### config.mk
export PLATFORM = sky130hd
export DESIGN_NAME = hilo_muldiv_unit
export DESIGN_NICKNAME = d
export VERILOG_FILES = /design/src/rtl/hilo_muldiv_unit.sv
export SDC_FILE = /design/constraint.sdc
export NUM_CORES = 2
export LEC_CHECK = 0
export CAP_MARGIN = 20
export CORE_MARGIN = 2
export CORE_UTILIZATION = 60
export DETAILED_ROUTE_END_ITERATION = 16
export GPL_TIMING_DRIVEN = 0
export PLACE_DENSITY_LB_ADDON = 0.1
export SYNTH_ARGS = -nofsm -noshare
export SYNTH_HDL_FRONTEND = slang
export SYNTH_SLANG_ARGS = --single-unit
### constraint.sdc
create_clock -name clk -period 24.2 [get_ports clk]
set_input_delay 6.05 -clock clk [delete_from_list [all_inputs] [get_ports clk]]
set_output_delay 6.05 -clock clk [all_outputs]
set_load 0.005 [all_outputs]
### src/rtl/hilo_muldiv_unit.sv
// HI/LO register file with a multi-cycle multiply/divide engine for the EX stage.
// Stalls the pipeline while an op is in flight and pulses done when HI/LO get the result.
module hilo_muldiv_unit #(
  parameter int MUL_LAT = 2
) (
  input  logic        clk,
  input  logic        rst,
  input  logic        flush,
  input  logic        start,
  input  logic [4:0]  alucontrol,
  input  logic [31:0] srca,
  input  logic [31:0] srcb,
  output logic        stall,
  output logic        done,
  output logic [31:0] hi_o,
  output logic [31:0] lo_o,
  output logic [31:0] hilo_rdata
);

  localparam logic [4:0] MULT_CONTROL  = 5'd16;
  localparam logic [4:0] MULTU_CONTROL = 5'd17;
  localparam logic [4:0] DIV_CONTROL   = 5'd18;
  localparam logic [4:0] DIVU_CONTROL  = 5'd19;
  localparam logic [4:0] MTHI_CONTROL  = 5'd20;
  localparam logic [4:0] MTLO_CONTROL  = 5'd21;
  localparam logic [4:0] MFHI_CONTROL  = 5'd22;
  localparam logic [4:0] MFLO_CONTROL  = 5'd23;

  // Counter must reach both MUL_LAT-1 and the 31st divide iteration.
  localparam int CNT_W = (MUL_LAT > 32) ? $clog2(MUL_LAT) : 5;

  typedef enum logic [1:0] {
    ST_IDLE = 2'd0,
    ST_MUL  = 2'd1,
    ST_DIV  = 2'd2,
    ST_DONE = 2'd3
  } state_t;

  state_t state_q, state_d;

  logic [CNT_W-1:0] cnt_q;
  logic [31:0]      op_a_q;
  logic [31:0]      op_b_q;
  logic [31:0]      rem_q;
  logic             signed_q;
  logic             neg_quo_q;
  logic             neg_rem_q;
  logic [31:0]      hi_q;
  logic [31:0]      lo_q;

  logic is_mul, is_div, accept, acc_mul, acc_div, div_zero;
  logic mul_last, div_last;

  assign is_mul   = (alucontrol == MULT_CONTROL) || (alucontrol == MULTU_CONTROL);
  assign is_div   = (alucontrol == DIV_CONTROL)  || (alucontrol == DIVU_CONTROL);
  assign accept   = (state_q == ST_IDLE) && start && !flush;
  assign acc_mul  = accept && is_mul;
  assign acc_div  = accept && is_div;
  assign div_zero = (srcb == 32'd0);
  assign mul_last = (cnt_q == CNT_W'(MUL_LAT - 1));
  assign div_last = (cnt_q == CNT_W'(31));

  // Operand magnitudes for the divider; 0x80000000 negates to itself, which is the right magnitude.
  logic        div_signed, a_neg, b_neg;
  logic [31:0] mag_a, mag_b;

  assign div_signed = (alucontrol == DIV_CONTROL);
  assign a_neg      = div_signed && srca[31];
  assign b_neg      = div_signed && srcb[31];
  assign mag_a      = a_neg ? (32'd0 - srca) : srca;
  assign mag_b      = b_neg ? (32'd0 - srcb) : srcb;

  // Multiply: sign/zero extend to 64 bits so a plain 64-bit product gives the right low half.
  logic [63:0] mul_a_ext, mul_b_ext, product;

  assign mul_a_ext = {{32{signed_q && op_a_q[31]}}, op_a_q};
  assign mul_b_ext = {{32{signed_q && op_b_q[31]}}, op_b_q};
  assign product   = mul_a_ext * mul_b_ext;

  // One restoring step: op_a_q shifts the dividend out at the top and quotient bits in at the bottom.
  logic [32:0] div_shifted;
  logic        div_ge;
  logic [31:0] rem_n, quo_n, quo_fix, rem_fix;

  assign div_shifted = {rem_q, op_a_q[31]};
  assign div_ge      = (div_shifted >= {1'b0, op_b_q});
  assign rem_n       = div_ge ? 32'(div_shifted - {1'b0, op_b_q}) : div_shifted[31:0];
  assign quo_n       = {op_a_q[30:0], div_ge};
  assign quo_fix     = neg_quo_q ? (32'd0 - quo_n) : quo_n;
  assign rem_fix     = neg_rem_q ? (32'd0 - rem_n) : rem_n;

  always_ff @(posedge clk) begin
    if (rst) begin
      state_q <= ST_IDLE;
    end else begin
      state_q <= state_d;
    end
  end

  always_comb begin
    state_d = state_q;
    case (state_q)
      ST_IDLE: begin
        if (acc_mul) begin
          state_d = ST_MUL;
        end else if (acc_div) begin
          state_d = div_zero ? ST_DONE : ST_DIV;
        end
      end
      ST_MUL: begin
        if (flush) begin
          state_d = ST_IDLE;
        end else if (mul_last) begin
          state_d = ST_DONE;
        end
      end
      ST_DIV: begin
        if (flush) begin
          state_d = ST_IDLE;
        end else if (div_last) begin
          state_d = ST_DONE;
        end
      end
      default: state_d = ST_IDLE;
    endcase
  end

  always_comb begin
    stall = acc_mul || acc_div || (state_q == ST_MUL) || (state_q == ST_DIV);
    done  = (state_q == ST_DONE);
  end

  always_ff @(posedge clk) begin
    if (rst) begin
      cnt_q     <= '0;
      op_a_q    <= '0;
      op_b_q    <= '0;
      rem_q     <= '0;
      signed_q  <= 1'b0;
      neg_quo_q <= 1'b0;
      neg_rem_q <= 1'b0;
      hi_q      <= '0;
      lo_q      <= '0;
    end else begin
      case (state_q)
        ST_IDLE: begin
          if (acc_mul) begin
            op_a_q   <= srca;
            op_b_q   <= srcb;
            signed_q <= (alucontrol == MULT_CONTROL);
            cnt_q    <= '0;
          end
          if (acc_div) begin
            if (div_zero) begin
              hi_q <= srca;
              lo_q <= 32'hFFFF_FFFF;
            end else begin
              op_a_q    <= mag_a;
              op_b_q    <= mag_b;
              rem_q     <= '0;
              neg_quo_q <= a_neg ^ b_neg;
              neg_rem_q <= a_neg;
              cnt_q     <= '0;
            end
          end
          if (accept && (alucontrol == MTHI_CONTROL)) begin
            hi_q <= srca;
          end
          if (accept && (alucontrol == MTLO_CONTROL)) begin
            lo_q <= srca;
          end
        end
        ST_MUL: begin
          if (!flush) begin
            cnt_q <= cnt_q + CNT_W'(1);
            if (mul_last) begin
              hi_q <= product[63:32];
              lo_q <= product[31:0];
            end
          end
        end
        ST_DIV: begin
          if (!flush) begin
            cnt_q  <= cnt_q + CNT_W'(1);
            op_a_q <= quo_n;
            rem_q  <= rem_n;
            if (div_last) begin
              hi_q <= rem_fix;
              lo_q <= quo_fix;
            end
          end
        end
        default: ;
      endcase
    end
  end

  assign hi_o = hi_q;
  assign lo_o = lo_q;

  always_comb begin
    hilo_rdata = 32'd0;
    if (alucontrol == MFHI_CONTROL) begin
      hilo_rdata = hi_q;
    end else if (alucontrol == MFLO_CONTROL) begin
      hilo_rdata = lo_q;
    end
  end

endmodule
==> flow_summary_export.csv <==
group,metric,value,unit
global_route,antenna_found_initial,25,
timing,clock_skew,0.0193,ns
power_and_ir_drop,power,2450,uW
cells_and_area,final_nets,7808,
yosys,synth.distinct_cells,92,
hold_path,hold_path_class,"reg2reg",
yosys,ys.flop_type,"dfxtp_1",
cts,cts_max_level,4,
floorplanning,die_area,0.0886,mm^2
yosys,syn-num-nets,7616,
global_route,grt_usage,0.490,
critical_path,reg2regPathDepth,29,
cells_and_area,instances_no_fill,7525,
critical_path,crit_fanout,10,
detailed_routing,first_iter_violations,6621,
placed_design,place.gp.congestion,1.08,
global_route,grt_pass1_vias,48100,
yosys,synth_enable_flop_cells,0,
placed_design,dp_cells,7474,
global_route,gr-total-overflow,0,
floorplanning,core_area,0.0853,mm^2
critical_path,required,18.15,ns
floorplanning,start_util,0.607,
critical_path,path_class,"in2out",
global_route,grt_pass1_wl,315000,um
placed_design,io_buffer_count,167,
yosys,async_flop_share,0,
yosys,ys_ff_latch,170,
cts,cts.path.max_buffers,2,
cts,hold_buffers,0,
cts,cts-buffers-inserted,17,
timing,maxSlewViolCount,0,
detailed_routing,drtAntennaViolNets,0,
detailed_routing,detail_route.drc_violations,0,
power_and_ir_drop,max-vdd-ir-drop,0.0477,mV
critical_path,endpoint,"stall",
cts,clock_latency,0.48,ns
cells_and_area,layout_commonest_cell,"inv_1",
detailed_routing,dr_total_vias,48400,
timing,rsz0062_at_grt,"false",
timing,tns,0,ns
timing,slew_headroom,0.0443,
timing,worst_pin_slew,1.43,ns
cts,clk_pin_slew,0.09,ns
yosys,ys_warn_count,0,
placed_design,dpl-instance-area,0.0549,mm^2
yosys,synth.avg_cell_area,8.40,um^2
cts,cts_resized,0,
critical_path,worstReg2RegStart,"op_a_q[18]",
timing,finalHoldViolations,0,
yosys,netlist_area,0.0517,mm^2
timing,finalCriticalPeriod,15.77,ns
critical_path,critPathLaunch,"flush",
cts,root_buffer,"clkbuf_16",
cells_and_area,design_area,0.0556,mm^2
placed_design,dpl.hpwl,180000,um
cells_and_area,final_cell_mix,"inv_1 (1195), fa_1 (1126), nand2_1 (903)",
yosys,synth_cells,6161,
cts,cts_tree,"yes",
status,status,"complete, no violations",
power_and_ir_drop,p_per_area,44.1,mW/mm^2
cells_and_area,fillCellCount,7569,
cells_and_area,layout-drive-gt1-share,0.0176,
floorplanning,ios,171,
critical_path,cp_data_arrival_time,9.72,ns
cts,cts_setup_buffers,0,
power_and_ir_drop,total_leakage_power,0.0256,uW
floorplanning,rows,107,
job,drv_cap,0,
floorplanning,dieHeight,298,um
critical_path,cp-start-kind,"primary input",
critical_path,critPathCaptureType,"output pin",
timing,fmax,0.0634,GHz
detailed_routing,drt_wl_total,215000,um
global_route,grt_max_degree,21,
timing,finalSetupViolations,0,
timing,finalCritPeriodShare,0.652,
detailed_routing,drt-pass1-iter-count,9,
cts,cts.sinks,170,
floorplanning,die_w,298,um
detailed_routing,wl_per_cell,28.6,um
detailed_routing,via_per_inst,6.43,
yosys,yosysSeqAreaShare,0.0658,
critical_path,reg2reg_slack,11.72,ns
cells_and_area,layout-area-overhead-vs-synth,7.36,%
critical_path,r2r_end,"hi_o[23]",
-- final cells by class --
cell class	count	area (um^2)	area share
clock buffer	17	425	0.00766
multi-input combinational	4391	42300	0.762
buffer	401	1530	0.0276
timing repair buffer	173	1730	0.0312
sequential	170	3400	0.0613
tap	1144	1430	0.0258
antenna	15	37.5	0.000676
clock inverter	15	184	0.00331
inverter	1199	4500	0.0810
-- critical path, stage by stage --
cell and delay, ns:
clkdlybuf4s50_1 0.59, nand3b_1 0.30, or3b_2 0.53, nor3_1 0.48, buf_2 0.33, clkbuf_1 0.61, or4_1 0.29, clkdlybuf4s50_1 0.52
-- sequential cells by signal (all words and copies together), names as in the netlist --
name       flops
cnt_q          5
hi_o          32
lo_o          32
neg_quo_q      1
neg_rem_q      1
op_a_q        32
op_b_q        32
rem_q         32
signed_q       1
state_q        2
-- how the worst min path moves through the flow --
stage / from / to / slack, ns / cells after the start
finish: hi_o[6] / hi_o[6] / 0.48 / 2
global route: hi_o[6] / hi_o[6] / 0.50 / 2
CTS: hi_o[6] / hi_o[6] / 0.48 / 2
detailed placement: hi_o[6] / hi_o[6] / 0.47 / 2
global placement: hi_o[7] / hi_o[7] / 0.46 / 2
floorplan: hi_o[7] / hi_o[7] / 0.46 / 2
-- routing by layer --
metal,up-vias,global-route usage,part of all wire
li1,19500,-,-
met1,24200,0.641,0.35
met2,3733,0.697,0.41
met3,902,0.170,0.15
met4,18,0.310,0.082
met5,-,0,0.0013
-- per-stage QoR --
stage	setup slack (ns)	hold WS, ns	utilization
after floorplan	10.52	0.460	-
after global placement	8.15	0.462	0.643
after detailed placement	8.60	0.469	0.643
after CTS	8.59	0.479	0.650
after global routing	8.43	0.497	0.651
final	8.43	0.478	0.651
-- Yosys cell counts, drive strengths merged, types with 47 or more instances --
| cell | number | area (um^2) |
|---|---|---|
| inv | 1196 | 4490 |
| ha | 256 | 3200 |
| nor2 | 371 | 1390 |
| dfxtp | 170 | 3400 |
| nand2 | 904 | 3400 |
| nor3 | 88 | 445 |
| a21oi | 270 | 1360 |
| buf | 72 | 298 |
| mux2i | 48 | 480 |
| a21o | 47 | 353 |
| o21ai | 159 | 807 |
| a221oi | 53 | 489 |
| clkbuf | 329 | 1230 |
| and2 | 315 | 1970 |
| xnor2 | 110 | 963 |
| fa | 1126 | 22500 |
-- power breakdown --
| part | internal (uW) | total [uW] | switching (uW) |
|---|---|---|---|
| registers | 337 | 404 | 67.3 |
| logic | 474 | 1740 | 1270 |
| clock network | 141 | 299 | 158 |
-- logic make-up (layout without fill, tap and decap cells) --
family                     count (synthesis)  after routing  share of synthesized area
AOI/OAI and AO/OA                        850            850                      0.110
xor gates and xnor gates                 152            152                     0.0257
adders and majority gates               1382           1382                      0.498
buffers and inverters                   1600           1805                      0.117
DFF                                      170            170                     0.0658
muxes                                     52             52                     0.0102
other                                      0             15                          0
and+or+nand+nor                         1955           1955                      0.174
Power figures use the tool's default switching activity.
